--- src/rtl/uart_cmd_rx_pkg.sv ---
// Shared definitions for the UART command receiver: ASCII constants,
// parser state encoding and character-class helpers.
package uart_cmd_rx_pkg;

  localparam logic [7:0] CHR_CR = 8'h0D;
  localparam logic [7:0] CHR_LF = 8'h0A;

  typedef enum logic [1:0] {
    P_IDLE = 2'd0,
    P_HI   = 2'd1,
    P_LO   = 2'd2,
    P_DISC = 2'd3
  } pstate_e;

  function automatic logic is_hex(input logic [7:0] c);
    return (c >= 8'h30 && c <= 8'h39) ||
           (c >= 8'h41 && c <= 8'h46) ||
           (c >= 8'h61 && c <= 8'h66);
  endfunction

  function automatic logic is_eol(input logic [7:0] c);
    return (c == CHR_CR) || (c == CHR_LF);
  endfunction

  // Letters 'A'/'a' both carry 1 in the low nibble, so add 9 to land on 0xA.
  function automatic logic [3:0] hex_nib(input logic [7:0] c);
    return (c <= 8'h39) ? c[3:0] : c[3:0] + 4'd9;
  endfunction

endpackage

--- src/rtl/uart_cmd_rx_if.sv ---
// Byte-in / instruction-out bundle between the UART, the command
// receiver and the sequencer.
interface uart_cmd_rx_if #(parameter int IN_W = 8);
  logic [7:0]      i_rx_data;
  logic            i_rx_valid;
  logic            i_tx_busy;
  logic [IN_W-1:0] o_inst;
  logic            o_inst_valid;
  logic            o_frame_err;
  logic            o_ovf;
  logic [7:0]      o_inst_cnt;

  modport slave (
    input  i_rx_data, i_rx_valid, i_tx_busy,
    output o_inst, o_inst_valid, o_frame_err, o_ovf, o_inst_cnt
  );

  modport master (
    output i_rx_data, i_rx_valid, i_tx_busy,
    input  o_inst, o_inst_valid, o_frame_err, o_ovf, o_inst_cnt
  );
endinterface

--- src/rtl/uart_cmd_rx_cmd_fifo.sv ---
// Small synchronous instruction FIFO. A push while full is accepted only
// when a pop happens in the same cycle; otherwise it is silently dropped.
module cmd_fifo #(
  parameter int W     = 8,
  parameter int DEPTH = 4
) (
  input  logic         clk,
  input  logic         rst_n,
  input  logic         push,
  input  logic [W-1:0] wdata,
  input  logic         pop,
  output logic         full,
  output logic         empty,
  output logic [W-1:0] head
);
  localparam int AW = $clog2(DEPTH);

  logic [W-1:0]  mem_q [DEPTH];
  logic [AW-1:0] wr_q, wr_d, rd_q, rd_d;
  logic [AW:0]   cnt_q, cnt_d;
  logic          wr_en, rd_en;

  assign full  = (cnt_q == (AW+1)'(DEPTH));
  assign empty = (cnt_q == '0);
  assign head  = mem_q[rd_q];

  always_comb begin
    rd_en = pop && !empty;
    wr_en = push && (!full || rd_en);
    wr_d  = wr_en ? wr_q + AW'(1) : wr_q;
    rd_d  = rd_en ? rd_q + AW'(1) : rd_q;
    cnt_d = cnt_q + (AW+1)'(wr_en) - (AW+1)'(rd_en);
  end

  always_ff @(posedge clk or negedge rst_n) begin
    if (!rst_n) begin
      wr_q  <= '0;
      rd_q  <= '0;
      cnt_q <= '0;
    end else begin
      wr_q  <= wr_d;
      rd_q  <= rd_d;
      cnt_q <= cnt_d;
    end
  end

  // Storage needs no reset: contents are only visible through the count.
  always_ff @(posedge clk) begin
    if (wr_en) mem_q[wr_q] <= wdata;
  end

endmodule

--- src/rtl/uart_cmd_rx.sv ---
// Parses "HH<CR|LF>" command lines from the UART, queues the words and
// issues them to the sequencer spaced out and held off while TX is busy.
module uart_cmd_rx
  import uart_cmd_rx_pkg::*;
#(
  parameter int IN_W      = 8,
  parameter int DEPTH     = 4,
  parameter int ISSUE_GAP = 4
) (
  input logic            clk,
  input logic            rst_n,
  uart_cmd_rx_if.slave   bus
);
  localparam int GW = $clog2(ISSUE_GAP + 1);

  pstate_e         state_q, state_d;
  logic [3:0]      hi_q, hi_d, lo_q, lo_d;
  logic            err_q, err_d;
  logic            ovf_q, ovf_d;
  logic [GW-1:0]   gap_q, gap_d;
  logic            vld_q, vld_d;
  logic [IN_W-1:0] inst_q, inst_d;
  logic [7:0]      cnt_q, cnt_d;

  logic            push, pop, full, empty;
  logic [IN_W-1:0] head;
  logic [7:0]      word;
  logic [7:0]      c;
  logic            c_hex, c_eol;

  assign c     = bus.i_rx_data;
  assign c_hex = is_hex(c);
  assign c_eol = is_eol(c);
  assign word  = {hi_q, lo_q};

  cmd_fifo #(.W(IN_W), .DEPTH(DEPTH)) u_fifo (
    .clk   (clk),
    .rst_n (rst_n),
    .push  (push),
    .wdata (word[IN_W-1:0]),
    .pop   (pop),
    .full  (full),
    .empty (empty),
    .head  (head)
  );

  always_comb begin
    state_d = state_q;
    hi_d    = hi_q;
    lo_d    = lo_q;
    err_d   = 1'b0;
    push    = 1'b0;
    if (bus.i_rx_valid) begin
      unique case (state_q)
        P_IDLE: begin
          if (c_hex) begin
            hi_d    = hex_nib(c);
            state_d = P_HI;
          end else if (!c_eol) begin
            err_d   = 1'b1;
            state_d = P_DISC;
          end
        end
        P_HI: begin
          if (c_hex) begin
            lo_d    = hex_nib(c);
            state_d = P_LO;
          end else begin
            err_d   = 1'b1;
            state_d = c_eol ? P_IDLE : P_DISC;
          end
        end
        P_LO: begin
          if (c_eol) begin
            push    = 1'b1;
            state_d = P_IDLE;
          end else begin
            err_d   = 1'b1;
            state_d = P_DISC;
          end
        end
        P_DISC: begin
          if (c_eol) state_d = P_IDLE;
        end
        default: state_d = P_IDLE;
      endcase
    end
  end

  // The !vld_q term guarantees a one-cycle strobe even if ISSUE_GAP were 0.
  always_comb begin
    pop    = !empty && !bus.i_tx_busy && (gap_q == '0) && !vld_q;
    vld_d  = pop;
    inst_d = pop ? head : inst_q;
    cnt_d  = cnt_q + 8'(pop);
    if (pop)                gap_d = GW'(ISSUE_GAP);
    else if (gap_q != '0)   gap_d = gap_q - GW'(1);
    else                    gap_d = gap_q;
    ovf_d  = ovf_q | (push && full && !pop);
  end

  always_ff @(posedge clk or negedge rst_n) begin
    if (!rst_n) begin
      state_q <= P_IDLE;
      hi_q    <= '0;
      lo_q    <= '0;
      err_q   <= 1'b0;
      ovf_q   <= 1'b0;
      gap_q   <= '0;
      vld_q   <= 1'b0;
      inst_q  <= '0;
      cnt_q   <= '0;
    end else begin
      state_q <= state_d;
      hi_q    <= hi_d;
      lo_q    <= lo_d;
      err_q   <= err_d;
      ovf_q   <= ovf_d;
      gap_q   <= gap_d;
      vld_q   <= vld_d;
      inst_q  <= inst_d;
      cnt_q   <= cnt_d;
    end
  end

  assign bus.o_inst       = inst_q;
  assign bus.o_inst_valid = vld_q;
  assign bus.o_frame_err  = err_q;
  assign bus.o_ovf        = ovf_q;
  assign bus.o_inst_cnt   = cnt_q;

endmodule

--- src/flat_wrapper.sv ---
// flat-port wrapper written by rule: the top's interface ports become plain ports
module uart_cmd_rx_flat import uart_cmd_rx_pkg::*;
#(
  parameter int IN_W      = 8,
  parameter int DEPTH     = 4,
  parameter int ISSUE_GAP = 4
)
  (clk, rst_n, bus_i_rx_data, bus_i_rx_valid, bus_i_tx_busy, bus_o_inst, bus_o_inst_valid, bus_o_frame_err, bus_o_ovf, bus_o_inst_cnt);
  uart_cmd_rx_if #(.IN_W(IN_W)) bus_i ();
  input logic clk;
  input logic rst_n;
  input wire logic [$bits(bus_i.i_rx_data)-1:0] bus_i_rx_data;
  input wire logic [$bits(bus_i.i_rx_valid)-1:0] bus_i_rx_valid;
  input wire logic [$bits(bus_i.i_tx_busy)-1:0] bus_i_tx_busy;
  output wire logic [$bits(bus_i.o_inst)-1:0] bus_o_inst;
  output wire logic [$bits(bus_i.o_inst_valid)-1:0] bus_o_inst_valid;
  output wire logic [$bits(bus_i.o_frame_err)-1:0] bus_o_frame_err;
  output wire logic [$bits(bus_i.o_ovf)-1:0] bus_o_ovf;
  output wire logic [$bits(bus_i.o_inst_cnt)-1:0] bus_o_inst_cnt;
  assign bus_i.i_rx_data = bus_i_rx_data;
  assign bus_i.i_rx_valid = bus_i_rx_valid;
  assign bus_i.i_tx_busy = bus_i_tx_busy;
  assign bus_o_inst = bus_i.o_inst;
  assign bus_o_inst_valid = bus_i.o_inst_valid;
  assign bus_o_frame_err = bus_i.o_frame_err;
  assign bus_o_ovf = bus_i.o_ovf;
  assign bus_o_inst_cnt = bus_i.o_inst_cnt;
  uart_cmd_rx #(.IN_W(IN_W), .DEPTH(DEPTH), .ISSUE_GAP(ISSUE_GAP)) u_core (.clk(clk), .rst_n(rst_n), .bus(bus_i));
endmodule
--- config.mk ---
export PLATFORM = sky130hd
export DESIGN_NAME = uart_cmd_rx_flat
export DESIGN_NICKNAME = d
export VERILOG_FILES = /design/src/rtl/uart_cmd_rx_pkg.sv /design/src/rtl/uart_cmd_rx_if.sv /design/src/rtl/uart_cmd_rx_cmd_fifo.sv /design/src/rtl/uart_cmd_rx.sv /design/src/flat_wrapper.sv
export SDC_FILE = /design/constraint.sdc
export NUM_CORES = 1
export LEC_CHECK = 0
export BUFFER_PORTS_ARGS = -buffer_cell sky130_fd_sc_hd__buf_4
export CAP_MARGIN = 20
export CORE_MARGIN = 3
export CORE_UTILIZATION = 30
export DETAILED_ROUTE_END_ITERATION = 12
export GPL_ROUTABILITY_DRIVEN = 1
export MAX_ROUTING_LAYER = met4
export PLACE_DENSITY = 0.54
export SYNTH_ARGS = -nofsm -noshare
export SYNTH_HDL_FRONTEND = slang
export SYNTH_SLANG_ARGS = --single-unit
export TNS_END_PERCENT = 30
--- constraint.sdc ---
create_clock -name clk -period 2.5 [get_ports clk]
set_input_delay 0 -clock clk [delete_from_list [all_inputs] [get_ports clk]]
set_output_delay 0 -clock clk [all_outputs]
set_load 0.02 [all_outputs]
Word level (Yosys, flattened, before mapping) --
Memories as Yosys holds them, arrays and structs flattened. A register that Yosys moved wholly into a read port is not among the register bits. Cells that the tools add are included.
Storage, ports and cells: flip-flop bits (word level) 31, memory bits (writable) 32, input bits 12, output and inout port bits 19, logic and storage cells 81, memories 1
Memories:
- u_core.u_fifo.mem_q | depth 4, bits a word 8, read ports 1, clocked after memory_dff 1, write ports 1, line uart_cmd_rx_cmd_fifo.sv:18 | logic [W-1:0] mem_q [DEPTH];
Cells by class: add/subtract/negate cells 7, magnitude comparators 6, eq/ne operators 8, muxes and demuxes 19, bitwise operators 1, reduce and logical (&&, ||, !) cells 28
Operators by type and width (count):
- $eq 8x4->1 const B | 2
- $ge 8x7->1 const B | 2
- $le 8x7->1 const B | 2
- $logic_and 1x1->1 | 10
- $mux 2 | 5
- $mux 1 | 9
- $reduce_and 3->1 | 3
- $add 8x1->8 | 1
- $ge 8x6->1 const B | 1
- $le 8x6->1 const B | 1
- $pmux 2 s4 | 1
- $logic_not 1->1 | 6
- $logic_not 3->1 | 2
- $mux 3 | 2
- $add 2x1->2 const B | 2
- $add 4x4->4 const B | 1
- $eq 2x2->1 const B | 2
- $logic_or 1x1->1 | 4
- $mux 4 | 1
- $add 3x1->3 | 1
- $eq 3x3->1 const B | 1
- $ne 3x2->1 const B | 1
- $pmux 1 s3 | 1
- $reduce_bool 3->1 | 1
- other kinds (7) | 7

Depth between registers and ports, before layout --
Gate-level depths: netlist (run 1).
depth in word-level cells 10, gate-level depth with buffers 14

Cells and area by module --
A second synthesis (run 1) with hierarchy kept.
Second synthesis, totals: cell total of the unflattened synthesis 206, area total of the unflattened synthesis 3129.3 sq um
Modules (own cells, without submodules):
- cmd_fifo | instances 1, cells each 77, area an instance 1577.8 sq um, sequential area each 1136.1 sq um
- uart_cmd_rx | instances 1, cells each 129, area an instance 1551.5 sq um, sequential area each 800.8 sq um

Least setup slack after synthesis (run 1) --
Ideal clock, no wire load.
path type register -> register, start point register u_core.gap_q[0], end point register u_core.u_fifo.cnt_q[2], data arrival time 2.515 ns, required time 2.377 ns, path slack -0.138 ns, cell stages (with the launch flop) 15, buffers on the path 1, clock period less this slack 2.638 ns, path through dfrtp_1 inv_1 ha_1 nand2b_1 o311a_1 and4b_1 buf_2 inv_2 ha_1 inv_1 ha_1 inv_1 fa_1 xnor2_1 xnor2_1
On the way: word-level cells in the longest chain between the ends 8
RTL lines:
- from (decl) | line uart_cmd_rx.sv:20 | logic [GW-1:0] gap_q, gap_d;
- from (signal assigned) | line uart_cmd_rx.sv:119 | gap_q <= gap_d;
- $logic_not 3->1 * | line uart_cmd_rx.sv:92 | pop = !empty && !bus.i_tx_busy && (gap_q == '0) && !vld_q;
- $logic_and 1x1->1 * (2 in a row) | line uart_cmd_rx.sv:92
- $logic_and 1x1->1 * | line uart_cmd_rx_cmd_fifo.sv:28 | rd_en = pop && !empty;
- $logic_or 1x1->1 | line uart_cmd_rx_cmd_fifo.sv:29 | wr_en = push && (!full || rd_en);
- $logic_and 1x1->1 | line uart_cmd_rx_cmd_fifo.sv:29
- $add 3x1->3 | line uart_cmd_rx_cmd_fifo.sv:32 | cnt_d = cnt_q + (AW+1)'(wr_en) - (AW+1)'(rd_en);
- $sub 3x1->3 * | line uart_cmd_rx_cmd_fifo.sv:32
- net u_core.u_fifo.cnt_d[2] | line uart_cmd_rx_cmd_fifo.sv:20 | logic [AW:0] cnt_q, cnt_d;
- to (signal assigned) | line uart_cmd_rx_cmd_fifo.sv:43 | cnt_q <= cnt_d;
- to (decl) | line uart_cmd_rx_cmd_fifo.sv:20
Mark *: on every way through the listed nets, which the timed path passes. The rest lies on a longest branch. A chain may end at the register's enable or synchronous reset.

Final worst setup path (run 1) --
Ends and elaborated chain as after synthesis.

==> results.cfg, run 1 <==
[status]
status = finished clean

[place]
io_buffers = 30
pre_cts_ws_ns = -0.0368
place_inst = 366
gp_congestion = 0.747
post_dp_cell_area_sq_um = 3570
place_hpwl_um = 3870

[drt]
ant_nets = 0
drt_iter0_markers = 41
routedWlPerCell_um = 14.2
routed_wl_um = 5550
avgViaCountPerCell = 4.55
vias = 1779
drt_first_pass_iters = 4
drc = 0

[synth]
synth-edff-count = 32
yosysMostFrequentCell = dfrtp_1
synth-seq-cells = 71
netlist_area_sq_um = 3140
synth.net_count = 230
yosys_warnings = 0
yosys.area.top_type = dfrtp_1
ys_top_cells_by_area = dfrtp_1 31%, edfxtp_1 31%, mux4_2 5.7%
synthTopCellsByCount = 39 x dfrtp_1, 32 x edfxtp_1, 14 x ha_1
synthCells = 203
ys_types = 49
yosysTopAreaCellShare_pct = 31.1
synth_ff_type = dfrtp_1
seq_area_frac_synth_pct = 61.7
synthArstFlopShare_pct = 54.9
syn_avg_cell_area_sq_um = 15.5

[setup_path]
slowest_delay_ns = 0.39
crit_path_end_kind = flip-flop
arrival_ns = 2.67
cp_num_buf_inv = 4
cp_max_fo = 2
crit_type = reg -> reg
cpMostUsedCell = inv_2
startpoint_type = flip-flop
cpMaxStageDelayCell = dfrtp_1
crit_chain = inv_2, ha_4, nand2b_4, o311a_1, and4b_1, inv_2, ha_4, inv_2, ha_4, inv_2, fa_2, xnor2_2, xnor2_1
r2r_setup_slack_ns = 0.04
crit_family = adder cells
required_ns = 2.72

[sta]
timing.final.max_slew_violations = 0
fin_worst_skew_ns = 0.00731
worst_slack_ns = 0.0440
worst_pin_slew_ns = 0.613
tns_ns = 0
rsz0062_at_grt = yes
finalSetupViolCount = 0
max_freq_mhz = 407
period_minus_slack_ns = 2.46
hold_viol = 0
period_share_pct = 98.2
max_slew_margin_pct = 59.2

[global_route]
grt-ovfl-total = 0
grt_pass1_wl_um = 9240
antenna_found_initial = 0
first_global_vias = 1880
grt_max_degree = 40
grt.total_usage_pct = 10.6

[floorplanning]
die_h_um = 108
die_x_um = 108
ioPinCount = 31
num_rows = 36
initial_utilization_pct = 31.5
coreArea_sq_um = 9950
die-area_sq_um = 11700

[finish]
antenna_cells = 0
fin_area_sq_um = 3880
final_nets = 280
area_delta_synth_final_pct = 23.6
nFillCells = 930
drive_gt1_share_pct = 35.7
finish.utilization_pct = 39.0
final_cells = 391

[clocking]
path_clk_slew_ns = 0.08
cts_tree = yes
clk_latency_ns = 0.33
cts_buffers = 9
clock-sinks = 71
htreeDepth = 3
cts_root_buf = clkbuf_8
clockBufferDepth = 2

[flow_run]
drv_cap = 0

[pwr]
power.leakage_nw = 1.63
ir_drop_mv = 0.299
power_density_nw_per_um2 = 910

[hold_path]
worstHoldPathType = in -> reg
[flip-flops by register name, summed over array words and instances (netlist names), 3 cells and up]
signal                 count
u_core.bus.o_inst_cnt      8
u_core.gap_q               3
u_core.u_fifo.mem_q       32
u_core.hi_q                4
u_core.lo_q                4
u_core.bus.o_inst          8
u_core.u_fifo.cnt_q        3
[per-stage QoR]
step | total power [mW] | hold WS, ns
5_1_grt | 3.75 | 0.0780
6_report | 3.53 | 0.0738
4_1_cts | 3.56 | 0.0548
2_1_floorplan | 2.23 | -0.296
3_5_place_dp | 2.58 | 0.0131
3_3_place_gp | 2.55 | 0.0137
[routing by layer]
metal / wire [um] / global-route usage [%] / vias up
met5: 0 / - / -
li1: - / - / 854
met2: 2780 / 17.4 / 30
met3: 178 / 3.04 / 2
met1: 2560 / 12.8 / 893
met4: 32 / 3.25 / 0
[where the power goes]
| group | switching, mW | total [mW] | leakage [nW] | internal, mW |
|---|---|---|---|---|
| clock network | 0.424 | 0.892 | 0.101 | 0.468 |
| registers | 0.208 | 1.60 | 0.777 | 1.40 |
| logic | 0.438 | 1.03 | 0.753 | 0.594 |
| total | 1.07 | 3.53 | 1.63 | 2.46 |
[cell usage in the layout, fill, tap and decap left out, drive strengths merged, types with 4 or more instances in the layout]
cell	netlist	final
and2	5	5
and3	4	4
buf	5	41
clkbuf	0	10
clkinv	0	4
dfrtp	39	39
edfxtp	32	32
ha	14	14
inv	10	11
mux2	19	19
mux4	8	8
nand2	5	5
nand3	6	6
nor2	4	4
xnor2	9	9
[logic make-up after synthesis]
family	share of synthesized area [%]
AOI/OAI and AO/OA	5.26
xor gates and xnor gates	3.35
adders and majority gates	6.22
and+or+nand+nor	8.61
muxes	12.9
buffers and inverters	1.95
DFF	61.7
[worst paths after layout]
| kind | start | endpoint | cells after the start |
|---|---|---|---|
| max in group asynchronous | rst_n | u_core.hi_q[1] | 2 |
| max | u_core.gap_q[0] | u_core.u_fifo.cnt_q[2] | 13 |
| min in group asynchronous | rst_n | u_core.gap_q[0] | 2 |
| max reg2reg | u_core.gap_q[0] | u_core.u_fifo.cnt_q[2] | 13 |
| min reg2reg | u_core.bus.o_inst_cnt[7] | u_core.bus.o_inst_cnt[7] | 1 |
| min | bus_i_rx_data[2] | u_core.hi_q[2] | 3 |
[worst reg2reg max path: cells and delay by family (launching register included)]
| kind | cells | cell delay, ns |
|---|---|---|
| adders and majority gates | 4 | 0.80 |
| DFF | 1 | 0.39 |
| and+or+nand+nor | 2 | 0.34 |
| AOI/OAI and AO/OA | 1 | 0.31 |
| xor gates and xnor gates | 2 | 0.27 |
| buffers and inverters | 4 | 0.22 |
[repair_timing]
item	in CTS	in global routing
hold endpoints to repair	43	0
buffers inserted	4	2
hold buffers	3	0
setup endpoints to repair	1	3
gates resized for setup	6	1
pin swaps	6	5
gates cloned	0	0
[final cells by class]
cell class	count	area (sq um)	area share [%]
Clock buffer	10	128	3.29
Clock inverter	6	70.1	1.81
Inverter	10	37.5	0.968
Multi-Input combinational cell	117	1200	31.0
Sequential cell	71	1940	50.0
Tap cell	133	166	4.29
Timing Repair Buffer	44	338	8.71
Note: power is estimated with default switching activity, not from simulation.
==> run 2: changes to the inputs <==
==> constraint.sdc (replaced) <==
create_clock -name clk -period 2.5 [get_ports clk]
set_input_delay 0.25 -clock clk [delete_from_list [all_inputs] [get_ports clk]]
set_output_delay 0.25 -clock clk [all_outputs]
set_load 0.02 [all_outputs]
==> results.cfg, run 2 (synthesized netlist as in run 1, its figures left out) <==
[finish]
area_delta_synth_final_pct = 22.9
nFillCells = 942
most-common-layout-cells = 45 x buf_4, 39 x dfrtp_1, 32 x edfxtp_1
regMostFlops = u_core.u_fifo.mem_q
multiInputGateArea_sq_um = 1190
antenna_cells = 0
final_nets = 282
final_cells = 393
drive_gt1_share_pct = 36.9
finish.utilization_pct = 38.7
regArea_sq_um = 1940
largest_reg_flops = 32
final_common_cell = buf_4

[sta]
timing.final.max_slew_violations = 0
finalSetupViolCount = 0
rsz0062_at_grt = yes
period_share_pct = 98.2
worst_pin_slew_ns = 0.576
max_freq_mhz = 407
period_minus_slack_ns = 2.45
max_slew_margin_pct = 61.6
fin_worst_skew_ns = 0.00955
hold_viol = 0
worst_slack_ns = 0.0454

[global_route]
grt.total_usage_pct = 10.7
first_global_vias = 1811
antenna_found_initial = 0
grt_max_degree = 40
grt_pass1_wl_um = 9360
grt-ovfl-total = 0

[clocking]
htreeDepth = 3
cts_buffers = 9
clockBufferDepth = 2
cts_tree = yes
cts_root_buf = clkbuf_8
clock-sinks = 71
clk_latency_ns = 0.34
path_clk_slew_ns = 0.07

[pwr]
power_frac_comb_pct = 30.0
clkPwrFrac_pct = 23.3
swShare_pct = 31.4
p_int_mw = 2.35
share_seq_of_total_power_pct = 46.7
power.leakage_nw = 1.63
power.switching_mw = 1.08
ir_drop_mv = 0.334
p_total_mw = 3.43
power_density_nw_per_um2 = 889

[floorplanning]
num_rows = 36
ioPinCount = 31
initial_utilization_pct = 31.5
die_x_um = 108
coreArea_sq_um = 9950
die-area_sq_um = 11700
die_h_um = 108

[drt]
routedWlPerCell_um = 14.1
ant_nets = 0
avgViaCountPerCell = 4.54
drt_iter0_markers = 69
drc = 0
routed_wl_um = 5560
drt_first_pass_iters = 4
vias = 1786

[setup_path]
cpMaxStageDelayCell = dfrtp_1
required_ns = 2.73
arrival_ns = 2.68
cp_max_fo = 2
crit_path_end_kind = flip-flop
cpMostUsedCell = inv_2
crit_type = reg -> reg
crit_chain = inv_2, ha_4, nand2b_4, o311a_1, and4b_1, inv_2, ha_4, inv_2, ha_4, inv_2, fa_2, xnor2_2, xnor2_1
startpoint_type = flip-flop
slowest_delay_ns = 0.39

[place]
place_inst = 371
gp_congestion = 0.793
pre_cts_ws_ns = -0.0452
io_buffers = 30
place_hpwl_um = 3830

[hold_path]
worstHoldPathType = in -> reg

[status]
status = finished clean

[flow_run]
drv_cap = 0
[run 2: cell types whose count changed in the layout (fill, tap and decap cells not counted), sizes merged]
cell and delta:
buf +4, bufinv -1, clkbuf -1, clkinv +1
clkinvlp +1, dlygate4sd3 -2
[run 2: final cells by class]
cell class | instances | area share [%]
clock buffer | 9 | 3.21
timing repair buffer | 46 | 9.02
tap | 133 | 4.32
multi-input combinational | 117 | 31.0
clock inverter | 7 | 1.27
inverter | 10 | 0.973
sequential | 71 | 50.2
[run 2: worst paths after layout]
kind,startpoint,end,slack (ns),cells after the start
max,u_core.gap_q[1],u_core.u_fifo.cnt_q[2],0.05,13
min,bus_i_tx_busy,u_core.bus.o_inst_valid,0.12,2
max reg2reg,u_core.gap_q[1],u_core.u_fifo.cnt_q[2],0.05,13
min reg2reg,u_core.bus.o_inst_cnt[7],u_core.bus.o_inst_cnt[7],0.48,1
max in group asynchronous,rst_n,u_core.hi_q[3],1.72,2
min in group asynchronous,rst_n,u_core.bus.o_inst[2],0.41,2
[run 2: metrics by stage]
step                setup TNS, ns  instance area, sq um  hold slack [ns]
floorplan                 -0.0219                  3170          -0.0456
global placement         -0.00140                  3600            0.267
detailed placement        -0.0452                  3600            0.270
CTS                       -0.0444                  3850            0.106
global route               -0.102                  3860            0.119
finish                          0                  3860            0.120
[run 2: power by group through the flow]
stage	clock network (mW)	logic [mW]	registers, mW
floorplan	0	0.570	1.66
global placement	0	0.946	1.63
detailed placement	0	0.959	1.63
CTS	0.834	1.03	1.61
global route	0.887	1.14	1.64
finish	0.797	1.03	1.60
[run 2: timing repair]
| item | CTS | global route |
|---|---|---|
| setup buffers | 4 | 1 |
| pin swaps | 6 | 3 |
| setup endpoints to repair | 1 | 3 |
| hold endpoints to repair | 39 | 0 |
| gates resized for setup | 6 | 0 |
| hold buffers | 1 | 0 |
[run 2: critical path, delay by kind of cell (launching register included)]
family / cells / cell delay, ns
adders and majority gates: 4 / 0.80
DFF: 1 / 0.39
and+or+nand+nor: 2 / 0.35
AOI/OAI and AO/OA: 1 / 0.31
xor gates and xnor gates: 2 / 0.26
buffers and inverters: 4 / 0.22
[run 2: per-layer routing]
metal | track usage, % | wire (um) | up-vias
met4 | 2.98 | 68 | 0
met2 | 16.2 | 2680 | 26
met5 | - | 0 | -
met1 | 14.0 | 2630 | 895
met3 | 3.40 | 189 | 5
li1 | - | - | 860
==> run 3: changes to the inputs <==
GPL_TIMING_DRIVEN = 0   (was unset)
==> results.cfg, run 3 (synthesized netlist as in run 1, its figures left out) <==
[status]
status = finished, violations left
violations = setup timing

[clocking]
clk_latency_ns = 0.34
cts_buffers = 9
path_clk_slew_ns = 0.07
clockBufferDepth = 2
htreeDepth = 3
clock-sinks = 71
cts_root_buf = clkbuf_8
cts_tree = yes

[hold_path]
hp-start = bus_i_tx_busy
worstHoldPathType = in -> reg

[drt]
drc = 0
vias = 1772
ant_nets = 0
routedWlPerCell_um = 14.2
avgViaCountPerCell = 4.58
routed_wl_um = 5480
drt_first_pass_iters = 4
drt_iter0_markers = 56

[setup_path]
cpMaxStageDelayCell = dfrtp_1
crit_chain = inv_2, ha_4, nand2b_4, o311a_4, and4b_1, buf_6, inv_4, ha_4, inv_2, ha_4, inv_2, fa_2, xnor2_2, xnor2_1
crit_family = adder cells
r2r-start = u_core.gap_q[1]
startpoint_type = flip-flop
cp_max_fo = 4
crit_start = u_core.gap_q[1]
crit_path_end_kind = flip-flop
cp_num_buf_inv = 5
r2r_setup_slack_ns = -0.07
crit_type = reg -> reg
arrival_ns = 2.83
required_ns = 2.76
slowest_delay_ns = 0.39

[finish]
final_common_cell = dfrtp_1
largest_reg_flops = 32
antenna_cells = 0
final_nets = 276
drive_gt1_share_pct = 35.4
most-common-layout-cells = 39 x dfrtp_1, 35 x buf_4, 32 x edfxtp_1
final_cells = 387
regMostFlops = u_core.u_fifo.mem_q
finish.utilization_pct = 38.7
fin_area_sq_um = 3850
nFillCells = 954
area_delta_synth_final_pct = 22.7

[place]
place_hpwl_um = 3780
post_dp_cell_area_sq_um = 3550
io_buffers = 29
place_inst = 365
gp_congestion = 0.785
pre_cts_ws_ns = -0.335

[sta]
max_slew_margin_pct = 62.4
max_freq_mhz = 388
period_share_pct = 103
period_minus_slack_ns = 2.57
timing.final.max_slew_violations = 0
worst_slack_ns = -0.0747
tns_ns = -0.0747
worst_pin_slew_ns = 0.564
finalSetupViolCount = 1
fin_worst_skew_ns = 0.0119
hold_viol = 0
whs_ns = 0.133
rsz0062_at_grt = yes

[pwr]
power.leakage_nw = 1.61
p_total_mw = 3.52
power_density_nw_per_um2 = 914
ir_drop_mv = 0.296

[floorplanning]
ioPinCount = 31
initial_utilization_pct = 31.5
die-area_sq_um = 11700
die_h_um = 108
coreArea_sq_um = 9950
num_rows = 36
die_x_um = 108

[global_route]
grt_pass1_wl_um = 9240
grt_max_degree = 40
first_global_vias = 1798
antenna_found_initial = 0
grt-ovfl-total = 0
grt.total_usage_pct = 10.8

[flow_run]
drv_cap = 0
[run 3: changes by cell type in the layout (fill, tap and decap cells not counted), sizes merged]
cell and delta:
buf -6, bufinv +1, clkinvlp -1
[run 3: layout make-up]
type / count / area (sq um) / area share [%]
clock buffers: 9 / 124 / 3.22
multi-input cells: 117 / 1210 / 31.5
plain buffers: 5 / 32.5 / 0.845
flip-flops and latches: 71 / 1940 / 50.3
inverters: 10 / 40.0 / 1.04
well taps: 133 / 166 / 4.32
clock inverters: 7 / 71.3 / 1.85
repair buffers: 35 / 265 / 6.89
[run 3: power breakdown]
group	total, mW	leakage (nW)	internal, mW	switching [mW]
logic	1.09	0.733	0.577	0.510
clock network	0.896	0.103	0.462	0.434
registers	1.54	0.777	1.40	0.140
[run 3: final timing paths]
check / end / cells past startpoint
worst min register to register: u_core.bus.o_ovf / 1
min in group asynchronous: u_core.bus.o_inst[2] / 2
max in group asynchronous: u_core.lo_q[3] / 2
worst max-delay path: u_core.u_fifo.cnt_q[2] / 14
worst min-delay path: u_core.bus.o_inst_valid / 2
worst max register to register: u_core.u_fifo.cnt_q[2] / 14
[run 3: repair_timing]
action                     in CTS  in global routing
resized for setup              10                  0
hold buffers                    1                  0
setup endpoints to repair       2                  2
hold endpoints to repair       39                  0
setup buffers                   5                  0
pin swaps                       6                  4
[run 3: layer usage]
layer / part of all wire [%] / vias up / GRT usage, %
met5: 0 / - / -
met4: 1.4 / 0 / 4.06
met3: 3.7 / 7 / 3.04
met2: 49 / 33 / 16.6
met1: 46 / 885 / 13.6
li1: - / 847 / -
[run 3: worst reg2reg max path: stages, from the launching register on]
cell and delay (ns):
dfrtp_1 0.39, inv_2 0.08, ha_4 0.15, nand2b_4 0.07, o311a_4 0.32, and4b_1 0.26, buf_6 0.11, inv_4 0.03
ha_4 0.20, inv_2 0.06, ha_4 0.12, inv_2 0.03, fa_2 0.35, xnor2_2 0.14, xnor2_1 0.18
